### src/rtl/serial_sub_pkg.sv
`default_nettype none
// ============================================================================
//  Module   : serial_sub_pkg
//  Purpose  : Shared definitions for the bit-serial subtractor: FSM state
//             encoding and the default operand width.
//  Ports    : none (package)
//  Revision : 1.0 - initial release
// ============================================================================
package serial_sub_pkg;

    localparam int c_DEFAULT_WIDTH = 8;

    typedef enum logic [1:0] {
        IDLE = 2'd0,
        RUN  = 2'd1,
        DONE = 2'd2
    } state_t;

endpackage : serial_sub_pkg
`default_nettype wire

### src/rtl/full_sub_cell.sv
`default_nettype none
// ============================================================================
//  Module   : full_sub_cell
//  Purpose  : One-bit full subtractor computing x - y - bin.
//  Ports    : x    - minuend bit
//             y    - subtrahend bit
//             bin  - borrow in
//             d    - difference bit
//             bout - borrow out
//  Revision : 1.0 - initial release
// ============================================================================
module full_sub_cell (
    input  logic x,
    input  logic y,
    input  logic bin,
    output logic d,
    output logic bout
);

    logic w_xy;

    assign w_xy = x ^ y;
    assign d    = w_xy ^ bin;
    // Borrow when x=0,y=1, or when x==y and a borrow is already pending.
    assign bout = (~x & y) | (~w_xy & bin);

endmodule : full_sub_cell
`default_nettype wire

### src/rtl/serial_subtractor.sv
`default_nettype none
// ============================================================================
//  Module   : serial_subtractor
//  Purpose  : Bit-serial unsigned subtractor. One bit per clock, LSB first,
//             through a single full-subtractor cell. Produces
//             diff = (a - b) mod 2^WIDTH and borrow = (a < b).
//  Ports    : clk    - clock, rising edge
//             rst    - asynchronous active-high reset
//             start  - operation request, accepted only when idle
//             a, b   - minuend / subtrahend, captured on the accepting edge
//             busy   - high while an operation is running or completing
//             done   - one-cycle completion pulse
//             diff   - registered difference, held until next completion
//             borrow - registered final borrow, held until next completion
//  Revision : 1.0 - initial release
// ============================================================================
module serial_subtractor
    import serial_sub_pkg::*;
#(
    parameter int WIDTH = c_DEFAULT_WIDTH
) (
    input  logic             clk,
    input  logic             rst,
    input  logic             start,
    input  logic [WIDTH-1:0] a,
    input  logic [WIDTH-1:0] b,
    output logic             busy,
    output logic             done,
    output logic [WIDTH-1:0] diff,
    output logic             borrow
);

    localparam int                 c_CNT_W = $clog2(WIDTH + 1);
    localparam logic [c_CNT_W-1:0] c_LAST  = c_CNT_W'(WIDTH - 1);
    localparam logic [c_CNT_W-1:0] c_ONE   = c_CNT_W'(1);

    state_t             r_state;
    state_t             w_state_next;
    logic [WIDTH-1:0]   r_opa;
    logic [WIDTH-1:0]   r_opb;
    logic [WIDTH-1:0]   r_res;
    logic               r_bflop;
    logic [c_CNT_W-1:0] r_cnt;
    logic [WIDTH-1:0]   r_diff;
    logic               r_borrow;

    logic               w_d;
    logic               w_bout;
    logic               w_last;
    logic [WIDTH-1:0]   w_res_next;

    full_sub_cell u_cell (
        .x    (r_opa[0]),
        .y    (r_opb[0]),
        .bin  (r_bflop),
        .d    (w_d),
        .bout (w_bout)
    );

    // The bit being processed on this edge is the final one.
    assign w_last     = (r_cnt == c_LAST);
    // Result fills from the MSB end so that after WIDTH shifts bit 0 is the LSB.
    assign w_res_next = {w_d, r_res[WIDTH-1:1]};

    always_comb begin
        w_state_next = r_state;
        case (r_state)
            IDLE:    if (start)  w_state_next = RUN;
            RUN:     if (w_last) w_state_next = DONE;
            DONE:    w_state_next = IDLE;
            default: w_state_next = IDLE;
        endcase
    end

    always_ff @(posedge clk or posedge rst) begin
        if (rst) begin
            r_state  <= IDLE;
            r_opa    <= '0;
            r_opb    <= '0;
            r_res    <= '0;
            r_bflop  <= 1'b0;
            r_cnt    <= '0;
            r_diff   <= '0;
            r_borrow <= 1'b0;
        end else begin
            r_state <= w_state_next;
            case (r_state)
                IDLE: begin
                    if (start) begin
                        r_opa   <= a;
                        r_opb   <= b;
                        r_bflop <= 1'b0;
                        r_cnt   <= '0;
                    end
                end
                RUN: begin
                    r_res   <= w_res_next;
                    r_opa   <= r_opa >> 1;
                    r_opb   <= r_opb >> 1;
                    r_bflop <= w_bout;
                    r_cnt   <= r_cnt + c_ONE;
                    // Publish on the edge that enters DONE, using the
                    // just-completed result rather than the stale register.
                    if (w_last) begin
                        r_diff   <= w_res_next;
                        r_borrow <= w_bout;
                    end
                end
                default: ;
            endcase
        end
    end

    assign busy   = (r_state != IDLE);
    assign done   = (r_state == DONE);
    assign diff   = r_diff;
    assign borrow = r_borrow;

endmodule : serial_subtractor
`default_nettype wire
### config.mk
export PLATFORM = sky130hd
export DESIGN_NAME = serial_subtractor
export DESIGN_NICKNAME = d
export VERILOG_FILES = /design/src/rtl/serial_sub_pkg.sv /design/src/rtl/full_sub_cell.sv /design/src/rtl/serial_subtractor.sv
export SDC_FILE = /design/constraint.sdc
export NUM_CORES = 1
export LEC_CHECK = 0
export BUFFER_PORTS_ARGS = -buffer_cell sky130_fd_sc_hd__buf_2
export CAP_MARGIN = 0
export CORE_AREA = 2 2 60 62
export CTS_BUF_LIST = sky130_fd_sc_hd__clkbuf_8
export DETAILED_ROUTE_END_ITERATION = 16
export DIE_AREA = 0 0 62 64
export GPL_ROUTABILITY_DRIVEN = 0
export PLACE_DENSITY = 0.75
export SLEW_MARGIN = 20
export SYNTH_ARGS = -nofsm -noshare
export SYNTH_HDL_FRONTEND = slang
export SYNTH_HIERARCHICAL = 1
export SYNTH_SLANG_ARGS = --single-unit
export TNS_END_PERCENT = 30
### constraint.sdc
create_clock -name clk -period 1.4 [get_ports clk]
set_input_delay 0.14 -clock clk [delete_from_list [all_inputs] [get_ports clk]]
set_output_delay 0.14 -clock clk [all_outputs]
set_load 0.01 [all_outputs]
Yosys cells after proc, flatten, opt, wreduce, memory -nomap -nowiden
Cells that the tools add are included.
W data, S select, Z words.
{"block": "totals", "wordCells": 38, "register_bits": 40, "out_inout_bits": 11, "inputBits": 19}
{"block": "op_classes", "bitwise": 7, "eq_ne": 5, "n_mux": 11, "reduce_logical": 6, "addsub": 1}
{"op": "$pmux W8 S2", "n": 2}
{"op": "$mux W8", "n": 2}
{"op": "$pmux W4 S2", "n": 1}
{"op": "$reduce_and A2 Y1", "n": 3}
{"op": "$add A4 B1 Y4 const B", "n": 1}
{"op": "$eq A4 B3 Y1 const B", "n": 1}
{"op": "$mux W2", "n": 2}
{"op": "$mux W4", "n": 1}
{"op": "$ne A2 B2 Y1 const B", "n": 2}
{"op": "$pmux W2 S2", "n": 1}
{"op": "$reduce_bool A2 Y1", "n": 2}
{"op": "$and A1 B1 Y1", "n": 2}
{"op": "$eq A2 B1 Y1 const B", "n": 1}
{"op": "$eq A2 B2 Y1 const B", "n": 1}
{"op": "$logic_not A2 Y1", "n": 1}
{"op": "$not A1 Y1", "n": 2}
{"op": "$pmux W1 S2", "n": 1}
{"op": "$xor A1 B1 Y1", "n": 2}
{"op": "$mux W1", "n": 1}
{"op": "$or A1 B1 Y1", "n": 1}

Depth between registers and ports, before layout
{"block": "logic_depth", "depth_word": 5, "ltp_mapped": 5, "mapped_depth_nobuf": 5}

Hierarchy
The synthesis kept the hierarchy.
{"mod": "serial_subtractor", "area_per_inst_um2": 1595.3, "instances": 1, "cells_per_inst": 152, "seq_area_each_um2": 975.9}
{"mod": "full_sub_cell", "area_per_inst_um2": 31.3, "instances": 1, "cells_per_inst": 4, "seq_area_each_um2": 0.0}

Worst setup path before layout
Ideal clock, no wire load.
{"block": "synth_path", "path_kind": "register to register", "from": "register r_state[1]", "to": "register r_borrow, in the netlist borrow", "slack_ps": -124, "path_stages_with_launch": 5, "t_required_ps": 1275, "t_arrival_ps": 1399, "setup_ps": 125, "n_path_buf": 1, "synth_period_minus_slack_ps": 1524, "cell_sequence": "dfrtp_1 > nand2b_1 > buf_2 > nor3_4 > mux2_2"}
{"block": "synth_between", "elab_chain_len": 2}
{"element": "start, declared", "line": "serial_subtractor.sv:37", "source": "state_t r_state;"}
{"element": "start signal, assigned", "line": "serial_subtractor.sv:86", "source": "r_state <= w_state_next;"}
{"element": "$eq A2 B1 Y1", "line": "serial_subtractor.sv:87", "source": "case (r_state)"}
{"element": "$reduce_and A2 Y1 (no line)"}
{"element": "end signal, assigned", "line": "serial_subtractor.sv:106", "source": "r_borrow <= w_bout;"}
{"element": "end, declared", "line": "serial_subtractor.sv:45", "source": "logic r_borrow;"}
Every way passes these cells.
A chain may end at the register's enable or synchronous reset.

Worst setup path after layout
{"block": "layout_path", "from": "register r_cnt[1]", "to": "register r_diff[3], in the netlist diff[3]"}
{"block": "layout_between", "elab_chain_len": 2}
{"element": "start, declared", "line": "serial_subtractor.sv:43", "source": "logic [c_CNT_W-1:0] r_cnt;"}
{"element": "start signal, assigned", "line": "serial_subtractor.sv:101", "source": "r_cnt <= r_cnt + c_ONE;"}
{"element": "$eq A4 B3 Y1", "line": "serial_subtractor.sv:61", "source": "assign w_last = (r_cnt == c_LAST);"}
{"element": "$reduce_and A2 Y1 (no line)"}
{"element": "end signal, assigned", "line": "serial_subtractor.sv:105", "source": "r_diff <= w_res_next;"}
{"element": "end, declared", "line": "serial_subtractor.sv:44", "source": "logic [WIDTH-1:0] r_diff;"}
Every way passes these cells.

==> impl_results.md <==
- DR pass1 iterations: 4
- Leading cell type in the layout, fill and taps excluded: nand2_1
- Vias in the first global route: 1,402
- Die Ht: 64 µm
- Area taken by flip-flops and latches: 977.2 µm²
- Yosys warns: 6
- Worst hold slack: 0.05633 ns
- Syn nets: 177
- Layout fillers: 255
- WP depth: 5
- EDFF count, synth: 0
- R2r worst-path depth: 5
- Worst r2r src: r_cnt[1]$_DFFE_PP0P_
- Residual DRC count: 0
- Multi-input logic area: between 600 and 700 µm²
- Crit-path leading delay family: flip-flops
- Total power draw: roughly 0.0045 W
- First-pass GRT wire length: around 6300 µm
- Final WL: around 3500 µm
- Worst setup path class: reg -> reg
- Initial antenna violation count: 0
- Diode count: 0
- H-Tree Depth: 2
- Clk sinks: 39
- DR iter-0 viols: 51
- Starting density of the core: 0.4952
- CTS tree: done
- Slowest CP cell: dfrtp_1
- IO Pins: 30
- Final Skew: 0.007613 ns
- Share of cells above drive strength 1: 0.3216
- Cells after DPL: approximately 230
- Clk pin slew, worst setup/hold paths: 0.08 ns
- Layout overhead on the synthesized area: 28.08%
- Synth Instances: 156
- Reg2reg end: diff[3]$_DFFE_PP0P_
- Leakage: approximately 1.1 nW
- Cts bufs inserted: 5
- Crit. Startpoint: r_cnt[1]$_DFFE_PP0P_
- Worst setup EP type: register
- Slew Viols, Final: 0
- Tot GR Track Use: 0.2210
- Mapped Area: 1627 µm²
- Synth area leaders: dfrtp_1 (60%), nand2_1 (14%), a22oi_1 (6.5%)
- Setup repair after global routing missed its margin: true
- Die W: roughly 62 µm
- Routed Antenna Nets: 0
- Post-synth top area share: 0.6000
- Die footprint: ~4000 µm²
- Reg2reg setup slack: -0.01 ns
- CP Max Fanout: 5
- Post-route minimum period: 1.410 ns
- CTS root buffer: clkbuf_8
- Flop pwr share: 0.437
- Layout Cells excl Fill: 245
- MaxCap Viol Count: 0
- Final worst slack: -0.009777 ns
- Flops & latches, synth: 39
- Clk buf depth: 2
- Ys flop type: dfrtp_1
- Psw: 0.001641 W
- Final Cycle Share: 1.007
- Failing checks: setup timing
- Total vias in the final route: 1,292
- Core area: approximately 3300 µm²
- PwrDens: 2173 nW/µm²
- Yosys top cell by area: dfrtp_1
- Row cnt: 21
- Combinational share of power: 0.405
- Setup Viol. Count Final: 5
- Clock share of power: 0.158
- Async set-reset flop share out of synthesis: 1.000
- Commonest non-fill, non-tap cells in the layout: nand2_1 (58), dfrtp_1 (38), buf_2 (28), a22oi_1 (14), mux2_4 (9)
- Seq/Total Area, Yosys: 0.6000
- Post-layout util: 0.6343
- Dpl hpwl: 2217 µm
- Via-per-instance ratio: 5.273
- Slew margin rel.: 0.6751
- Worst setup endpoint: diff[3]$_DFFE_PP0P_
- CP Data Arrival Time: 1.59 ns
- Grt total ovfl: 0
- Critical path buffers and inverters: 1
- Critical path required time: 1.58 ns
- Measured slew at the worst slew-check pin: 0.4874 ns
- Worst hold path class: in -> reg
- Largest net degree at the start of global routing: 40
- Max frequency: just over 0.7 GHz
- CP Launch Type: register
- Routed length per placed instance: 14.49 µm
- Clk_lat worst skew: 0.29 ns
- Status: finished with violations
- Buffers on Ports: 29
- Peak VDD IR: between 0.9 and 1 mV
- Cell Int Power: ~0.0029 W
- Sw Ratio: 0.3625
- Hold Fails Final Rpt: 0
- Syn Area/Cell: approximately 10 µm²
- Netlist cell types: 20
- Crit-path cells: ha_2 -> nand2_2 -> nor3_4 -> buf_6 -> mux2_4
- Slowest stage delay, CP: between 0.3 and 0.4 ns
- Final Net Count: 219
stage by stage:
step | instance area (µm²) | worst slack, ns | setup TNS, ns
floorplan | 1649 | -0.06905 | -0.5772
global placement | 1938 | 0.02930 | 0
detailed placement | 1938 | -0.02266 | -0.1274
CTS | 2118 | -0.01838 | -0.1162
global route | 2083 | -0.1006 | -0.8044
finish | 2083 | -0.009777 | -0.02900
how the worst min path moves through the flow:
stage	cells after the start	slack [ns]	endpoint	startpoint
after floorplan	2	0.26	r_opa[7]$_DFFE_PP0P_	a[7]
after detailed placement	3	0.29	r_res[2]$_DFFE_PP0P_	rst
final	3	0.06	r_opb[3]$_DFFE_PP0P_	b[3]
after global placement	3	0.27	diff[3]$_DFFE_PP0P_	rst
after global routing	3	0.07	r_opb[5]$_DFFE_PP0P_	b[5]
after CTS	3	0.05	r_opb[5]$_DFFE_PP0P_	b[5]
per-layer routing:
layer | vias up | track usage | share of wire
li1 | 596 | - | -
met5 | - | 0 | 0
met1 | 643 | 0.2967 | 0.45
met2 | 33 | 0.3086 | 0.47
met3 | 20 | 0.04049 | 0.025
met4 | 0 | 0.1676 | 0.057
tightest hold or removal path: stages:
cell,delay (ns)
buf_2,0.08
a22oi_1,0.05
nand2_1,0.05
cells in the mapped netlist (all sizes together) (2+ instances only):
| master | number |
|---|---|
| o21ai | 6 |
| o21bai | 2 |
| nand2 | 59 |
| mux2 | 9 |
| inv | 4 |
| a22oi | 14 |
| clkbuf | 6 |
| buf | 2 |
| nor3b | 2 |
| dfrtp | 39 |
| nand2b | 3 |
| nor2b | 2 |
logic make-up after synthesis:
logic type | Yosys count | share of synthesized area
AOI/OAI and AO/OA | 24 | 0.1000
adders and majority gates | 2 | 0.02000
buffers and inverters | 12 | 0.02923
DFF | 39 | 0.6000
muxes | 10 | 0.06846
and+or+nand+nor | 69 | 0.1823
sequential cells by signal, indices dropped and copies added (netlist names):
register,cells
borrow,1
diff,8
r_bflop,1
r_cnt,4
r_opa,8
r_opb,8
r_res,7
r_state,2
layout make-up:
cell class	count	share of cell area
tap	46	0.02763
clock buffer	5	0.03303
timing repair buffer	43	0.1417
multi-input combinational	105	0.3153
clock inverter	3	0.006006
sequential	39	0.4691
inverter	4	0.007207
power groups by stage:
stage / Combinational, W / Clock (W) / Sequential (W)
final: 0.00183 / 0.000716 / 0.00198
after global routing: 0.00206 / 0.000777 / 0.00204
after CTS: 0.00185 / 0.000731 / 0.00196
after detailed placement: 0.00171 / 0 / 0.00197
after global placement: 0.00161 / 0 / 0.00193
after floorplan: 0.00103 / 0 / 0.00196
repair_timing:
action                                 4_1_cts  5_1_grt
cloned                                       1        0
gates resized for setup                     12        3
pin swaps                                    2        1
setup endpoints to repair                    8       11
hold buffers                                 1        0
buffers inserted                             3        0
endpoints found under the hold margin       39        0
(Power assumes the default switching activity.)
